File: src/rtl/axistream_pack_arb_if.sv
// Bundled AXI-Stream signals around the packet arbiter: NUM_SRC source lanes in, one dest lane out.
// The arbiter uses the slave view; the source/packer environment uses the master view.
interface axistream_pack_arb_if #(
    parameter int DATA_WIDTH = 8,
    parameter int NUM_SRC    = 4,
    parameter int ID_WIDTH   = $clog2(NUM_SRC)
);
    logic [NUM_SRC-1:0]            src_tvalid;
    logic [NUM_SRC-1:0]            src_tready;
    logic [NUM_SRC*DATA_WIDTH-1:0] src_tdata;
    logic [NUM_SRC-1:0]            src_tlast;
    logic                          dest_tvalid;
    logic                          dest_tready;
    logic [DATA_WIDTH-1:0]         dest_tdata;
    logic                          dest_tlast;
    logic [ID_WIDTH-1:0]           dest_tid;

    modport slave (
        input  src_tvalid, src_tdata, src_tlast, dest_tready,
        output src_tready, dest_tvalid, dest_tdata, dest_tlast, dest_tid
    );

    modport master (
        output src_tvalid, src_tdata, src_tlast, dest_tready,
        input  src_tready, dest_tvalid, dest_tdata, dest_tlast, dest_tid
    );
endinterface

File: src/rtl/axistream_pack_arb.sv
// Packet-granular round-robin arbiter feeding a NUM_PACK-aligned consumer; grant is held through tlast
// and a tlast on a beat that is not the last of a NUM_PACK group raises a one-cycle alignment error.
//
// state   | meaning
// --------+---------------------------------------------------------------
// S_IDLE  | no owner; pick next requester round-robin after last_grant
// S_GRANT | r_grant owns dest until its tlast beat is accepted
module axistream_pack_arb #(
    parameter int DATA_WIDTH = 8,
    parameter int NUM_SRC    = 4,
    parameter int NUM_PACK   = 4,
    parameter int ID_WIDTH   = $clog2(NUM_SRC)
) (
    input  logic                 clk,
    input  logic                 rst_n,
    axistream_pack_arb_if.slave  bus,
    output logic                 busy,
    output logic                 tlast_align_err
);
    localparam int CNT_W = (NUM_PACK > 1) ? $clog2(NUM_PACK) : 1;
    localparam logic [CNT_W-1:0] CNT_LAST = CNT_W'(NUM_PACK - 1);

    typedef enum logic {
        S_IDLE  = 1'b0,
        S_GRANT = 1'b1
    } state_t;

    state_t                r_state;
    state_t                w_state_nxt;
    logic [ID_WIDTH-1:0]   r_last_grant;
    logic [ID_WIDTH-1:0]   r_grant;
    logic [CNT_W-1:0]      r_beat_cnt;
    logic                  r_align_err;

    logic [ID_WIDTH-1:0]   w_winner;
    logic                  w_any_req;
    logic                  w_beat;
    logic                  w_gnt_valid;
    logic                  w_gnt_last;
    logic [DATA_WIDTH-1:0] w_gnt_data;

    // Scans downward so the last hit is the nearest index after 'last'.
    function automatic logic [ID_WIDTH-1:0] f_rr_pick(
        input logic [NUM_SRC-1:0]  req,
        input logic [ID_WIDTH-1:0] last
    );
        logic [ID_WIDTH-1:0] pick;
        logic [ID_WIDTH-1:0] idx;
        pick = last;
        for (int k = NUM_SRC; k >= 1; k--) begin
            idx = ID_WIDTH'((int'(last) + k) % NUM_SRC);
            if (req[idx]) pick = idx;
        end
        return pick;
    endfunction

    assign w_any_req = |bus.src_tvalid;
    assign w_winner  = f_rr_pick(bus.src_tvalid, r_last_grant);

    always_comb begin : gnt_mux
        w_gnt_valid = 1'b0;
        w_gnt_last  = 1'b0;
        w_gnt_data  = '0;
        for (int i = 0; i < NUM_SRC; i++) begin
            if (r_grant == ID_WIDTH'(i)) begin
                w_gnt_valid = bus.src_tvalid[i];
                w_gnt_last  = bus.src_tlast[i];
                w_gnt_data  = bus.src_tdata[i*DATA_WIDTH +: DATA_WIDTH];
            end
        end
    end

    assign w_beat = (r_state == S_GRANT) && w_gnt_valid && bus.dest_tready;

    always_ff @(posedge clk or negedge rst_n) begin : state_reg
        if (!rst_n) r_state <= S_IDLE;
        else        r_state <= w_state_nxt;
    end

    always_comb begin : next_state
        w_state_nxt = r_state;
        case (r_state)
            S_IDLE:  if (w_any_req) w_state_nxt = S_GRANT;
            S_GRANT: if (w_beat && w_gnt_last) w_state_nxt = S_IDLE;
            default: w_state_nxt = S_IDLE;
        endcase
    end

    always_ff @(posedge clk or negedge rst_n) begin : grant_regs
        if (!rst_n) begin
            r_last_grant <= ID_WIDTH'(NUM_SRC - 1);
            r_grant      <= '0;
            r_beat_cnt   <= '0;
            r_align_err  <= 1'b0;
        end else begin
            r_align_err <= 1'b0;
            if (r_state == S_IDLE) begin
                if (w_any_req) begin
                    r_grant      <= w_winner;
                    r_last_grant <= w_winner;
                    r_beat_cnt   <= '0;
                end
            end else if (w_beat) begin
                r_beat_cnt <= (r_beat_cnt == CNT_LAST) ? '0 : r_beat_cnt + 1'b1;
                if (w_gnt_last) r_align_err <= (r_beat_cnt != CNT_LAST);
            end
        end
    end

    // Combinational ready/valid path: no added latency per beat, dest_tvalid independent of dest_tready.
    always_comb begin : outputs
        busy            = 1'b0;
        bus.dest_tvalid = 1'b0;
        bus.dest_tlast  = 1'b0;
        bus.dest_tdata  = w_gnt_data;
        bus.dest_tid    = r_grant;
        bus.src_tready  = '0;
        tlast_align_err = r_align_err;
        if (r_state == S_GRANT) begin
            busy            = 1'b1;
            bus.dest_tvalid = w_gnt_valid;
            bus.dest_tlast  = w_gnt_last;
            for (int i = 0; i < NUM_SRC; i++) begin
                bus.src_tready[i] = bus.dest_tready && (r_grant == ID_WIDTH'(i));
            end
        end
    end
endmodule
File: src/flat_wrapper.sv
// flat-port wrapper written by rule: the top's interface ports become plain ports
module axistream_pack_arb_flat 
#(
    parameter int DATA_WIDTH = 8,
    parameter int NUM_SRC    = 4,
    parameter int NUM_PACK   = 4,
    parameter int ID_WIDTH   = $clog2(NUM_SRC)
)
  (clk, rst_n, busy, tlast_align_err, bus_src_tvalid, bus_src_tdata, bus_src_tlast, bus_dest_tready, bus_src_tready, bus_dest_tvalid, bus_dest_tdata, bus_dest_tlast, bus_dest_tid);
  axistream_pack_arb_if #(.DATA_WIDTH(DATA_WIDTH), .NUM_SRC(NUM_SRC), .ID_WIDTH(ID_WIDTH)) bus_i ();
  input  logic clk;
  input  logic rst_n;
  output logic busy;
  output logic tlast_align_err;
  input wire logic [$bits(bus_i.src_tvalid)-1:0] bus_src_tvalid;
  input wire logic [$bits(bus_i.src_tdata)-1:0] bus_src_tdata;
  input wire logic [$bits(bus_i.src_tlast)-1:0] bus_src_tlast;
  input wire logic [$bits(bus_i.dest_tready)-1:0] bus_dest_tready;
  output wire logic [$bits(bus_i.src_tready)-1:0] bus_src_tready;
  output wire logic [$bits(bus_i.dest_tvalid)-1:0] bus_dest_tvalid;
  output wire logic [$bits(bus_i.dest_tdata)-1:0] bus_dest_tdata;
  output wire logic [$bits(bus_i.dest_tlast)-1:0] bus_dest_tlast;
  output wire logic [$bits(bus_i.dest_tid)-1:0] bus_dest_tid;
  assign bus_i.src_tvalid = bus_src_tvalid;
  assign bus_i.src_tdata = bus_src_tdata;
  assign bus_i.src_tlast = bus_src_tlast;
  assign bus_i.dest_tready = bus_dest_tready;
  assign bus_src_tready = bus_i.src_tready;
  assign bus_dest_tvalid = bus_i.dest_tvalid;
  assign bus_dest_tdata = bus_i.dest_tdata;
  assign bus_dest_tlast = bus_i.dest_tlast;
  assign bus_dest_tid = bus_i.dest_tid;
  axistream_pack_arb #(.DATA_WIDTH(DATA_WIDTH), .NUM_SRC(NUM_SRC), .NUM_PACK(NUM_PACK), .ID_WIDTH(ID_WIDTH)) u_core (.clk(clk), .rst_n(rst_n), .bus(bus_i), .busy(busy), .tlast_align_err(tlast_align_err));
endmodule
File: config.mk
export PLATFORM = sky130hd
export DESIGN_NAME = axistream_pack_arb_flat
export DESIGN_NICKNAME = d
export VERILOG_FILES = /design/src/rtl/axistream_pack_arb_if.sv /design/src/rtl/axistream_pack_arb.sv /design/src/flat_wrapper.sv
export SDC_FILE = /design/constraint.sdc
export NUM_CORES = 1
export LEC_CHECK = 0
export CORE_MARGIN = 5
export CORE_UTILIZATION = 35
export CTS_CLUSTER_SIZE = 30
export DETAILED_ROUTE_END_ITERATION = 10
export GPL_TIMING_DRIVEN = 0
export PLACE_DENSITY = 0.85
export SYNTH_ARGS = -nofsm -noshare
export SYNTH_HDL_FRONTEND = slang
export SYNTH_SLANG_ARGS = --single-unit
File: constraint.sdc
create_clock -name clk -period 4.5 [get_ports clk]
set_input_delay 0.9 -clock clk [delete_from_list [all_inputs] [get_ports clk]]
set_output_delay 0.9 -clock clk [all_outputs]
set_load 0.02 [all_outputs]
==> metrics.md <==
| Metric | Value |
|---|---|
| Status | `completed` |
| GP Congestion | `approximately 0.85` |
| Post-Route WL | `2780 um` |
| Synth top area cells | `mux4_2 (30%), dfrtp_1 (20%), dfstp_2 (7.0%)` |
| Unrepaired setup endpoints after global routing | `false` |
| Root Buffer | `clkbuf_4` |
| Worst-path maximum fanout | `7` |
| Die height | `56.4 um` |
| Synth Register Bits | `8` |
| Leading cell type by number of instances after synthesis | `mux4_2` |
| Clk buf depth | `2` |
| Post-route ant nets | `0` |
| H-Tree Depth | `1` |
| Resize count post-CTS | `0` |
| Skew final | `6.97 ps` |
| Die ar. | `0.00318 mm^2` |
| First-pass GRT wire length | `4760 um` |
| Fmax | `281 MHz` |
| Syn Nets | `between 100 and 150` |
| Max IR drop VDD | `0.334 mV` |
| Post-CTS Setup Bufs | `0` |
| Num rows | `16` |
| Port buffer count | `60` |
| Worst skew pair latency | `260 ps` |
| Final Core Density | `70.6%` |
| Fin crit share | `79.2%` |
| Slew @ Worst Pin | `between 300 and 400 ps` |
| Reg2Reg Depth | `5` |
| WP data arrival | `2660 ps` |
| Reg-to-reg slack, setup | `just over 3000 ps` |
| Cts hold-fix bufs | `0` |
| Ratio of cells with drive above 1 in the final layout | `15.4%` |
| Critical Path End Type | `output pin` |
| Critical path required time | `3600 ps` |
| EDFF count, synth | `0` |
| Pleak | `approximately 0.55 nW` |
| GR Overflow Total | `0` |
| Power per Cell Area | `553 mW/mm^2` |
| Core Area | `~0.002 mm^2` |
| Via density | `5.23` |
| Area used by multi-input combinational logic | `504 um^2` |
| Vias in the first global route | `907` |
| Top_reg_cell synth | `dfrtp_1` |
| Post-layout minimum cycle time | `3560 ps` |
| Synth Warn # | `0` |
| Hold depth | `1` |
| Final setup vio count | `0` |
| All-Layer GR Usage | `18.7%` |
| MaxCap Viol Count | `0` |
| HP Class | `flop to flop` |
| Asr flop ratio synth | `100%` |
| Initial antenna violation count | `0` |
| I/O Pins | `just over 60` |
| Fin. Hold Viols | `0` |
| DRC | `0` |
| Synth-to-Final Area Change | `87.9%` |
| Die width | `56.4 um` |
| Initial Utilization | `37.6%` |
| Syn Area/Cell | `10.4 um^2` |
| Setup crit end | `bus_dest_tvalid` |
| Routed len/inst | `between 15 and 20 um` |
| Worst setup SP type | `input pin` |
| Setup TNS | `0 ps` |
| Reg area | `203 um^2` |
| Starting DRC count in detailed routing | `14` |
| HPWL after detailed placement | `2350 um` |
| R2R Path Start | `u_core.r_last_grant[1]` |
| Largest net degree at the start of global routing | `11` |
| Mapped cell area | `752 um^2` |
| Worst setup startpoint | `bus_src_tvalid[1]` |
| Clock-pin slew on the worst setup and hold paths | `60 ps` |
| Biggest area consumer among synthesized cells | `mux4_2` |
| Max Slew Vio Count | `0` |
| Fill count | `163` |
| Post-Layout Cell Count | `163` |
| TritonCTS Buffers | `3` |
| Syn Inst Count | `72` |
| N_diodes | `0` |
| Slew headroom | `74.3%` |
| DP Cell Count | `around 160` |
| Seq/Total Area, Yosys | `a little over a quarter` |
| Sink Count | `8` |
| Layout Nets | `181` |
| Yosys cell types | `29` |
| Post-synth top area share | `30.0%` |
| CTS tree | `yes` |
| Most common library cells after synthesis | `mux4_2 (10), dfrtp_1 (6), nand2_1 (6), nor2_1 (6), o21ai_0 (4)` |
| Crit path kind | `input pin to output pin` |
| DR vias | `853` |
| TritonRoute pass-1 iters | `4` |
| FF-to-FF End | `u_core.bus.dest_tid[0]` |
-- sequential cells by signal (all words and copies together) (netlist names) --
signal,flops
u_core.r_last_grant,2
u_core.r_beat_cnt,2
u_core.r_state,1
u_core.bus.dest_tid,2
u_core.tlast_align_err,1
-- worst min path at each step --
stage	end	startpoint	slack [ps]
finish	u_core.r_beat_cnt[0]	u_core.r_beat_cnt[0]	500
global route	u_core.r_beat_cnt[0]	u_core.r_beat_cnt[0]	540
CTS	u_core.r_beat_cnt[0]	u_core.r_beat_cnt[0]	500
detailed placement	u_core.r_beat_cnt[0]	u_core.r_beat_cnt[0]	490
global placement	u_core.r_beat_cnt[0]	u_core.r_beat_cnt[0]	470
floorplan	u_core.r_beat_cnt[0]	u_core.r_beat_cnt[0]	460
-- final cells by class --
class	count	area share, %
timing repair buffer	60	42.5
multi-input combinational	56	35.7
sequential	8	14.3
buffer	5	2.39
tap	27	2.39
clock buffer	4	1.86
inverter	3	0.797
-- logic make-up (layout without fill, tap and decap cells) --
kind of cell	after synthesis	in the layout	share of synthesized area (%)
AND/OR/NAND/NOR	26	26	17.6
flip-flops	8	8	27.0
adder cells (fa/ha/maj)	1	1	1.66
buffers and inverters	8	72	5.99
AO/OA/AOI/OAI	17	17	15.1
multiplexers	12	12	32.6
-- worst max-delay path: stages --
cell and delay, ps:
clkdlybuf4s50_1 510, mux4_2 530, and2_1 170, clkdlybuf4s50_1 540
-- cells in the final DEF (no fill, tap or decap), types with 2 or more instances in the layout --
cell type,n
nor3b_1,2
dfrtp_1,6
a21o_1,2
nand3_1,3
clkdlybuf4s50_1,60
and2_1,2
mux4_2,10
dfstp_2,2
a31oi_1,2
inv_1,3
nor2b_1,2
nand2b_1,2
nand2_1,6
clkbuf_4,3
o21ai_0,4
buf_2,3
a21oi_1,2
nor3_1,2
mux2i_1,2
nor2_1,6
-- power breakdown --
group | total, mW | internal, mW | switching [mW]
sequential | 0.138 | 0.110 | 0.0280
clock | 0.0617 | 0.0341 | 0.0276
combinational | 0.581 | 0.307 | 0.273
total | 0.781 | 0.452 | 0.329
-- per-layer routing --
metal	global-route usage, %	wire length [um]
met5	0	0
met4	5.08	24
met3	5.28	268
met2	32.9	1330
met1	22.0	1160
-- stage by stage --
| stage | worst slack [ps] | hold slack (ps) | cell area [um^2] | total power [mW] |
|---|---|---|---|---|
| floorplan | 2000 | 459 | 752 | 0.491 |
| global placement | 964 | 475 | 1390 | 0.711 |
| detailed placement | 942 | 487 | 1390 | 0.724 |
| CTS | 940 | 496 | 1410 | 0.788 |
| global route | 905 | 540 | 1410 | 0.839 |
| finish | 938 | 496 | 1410 | 0.781 |
No activity file was read; power rests on OpenSTA's default activity.
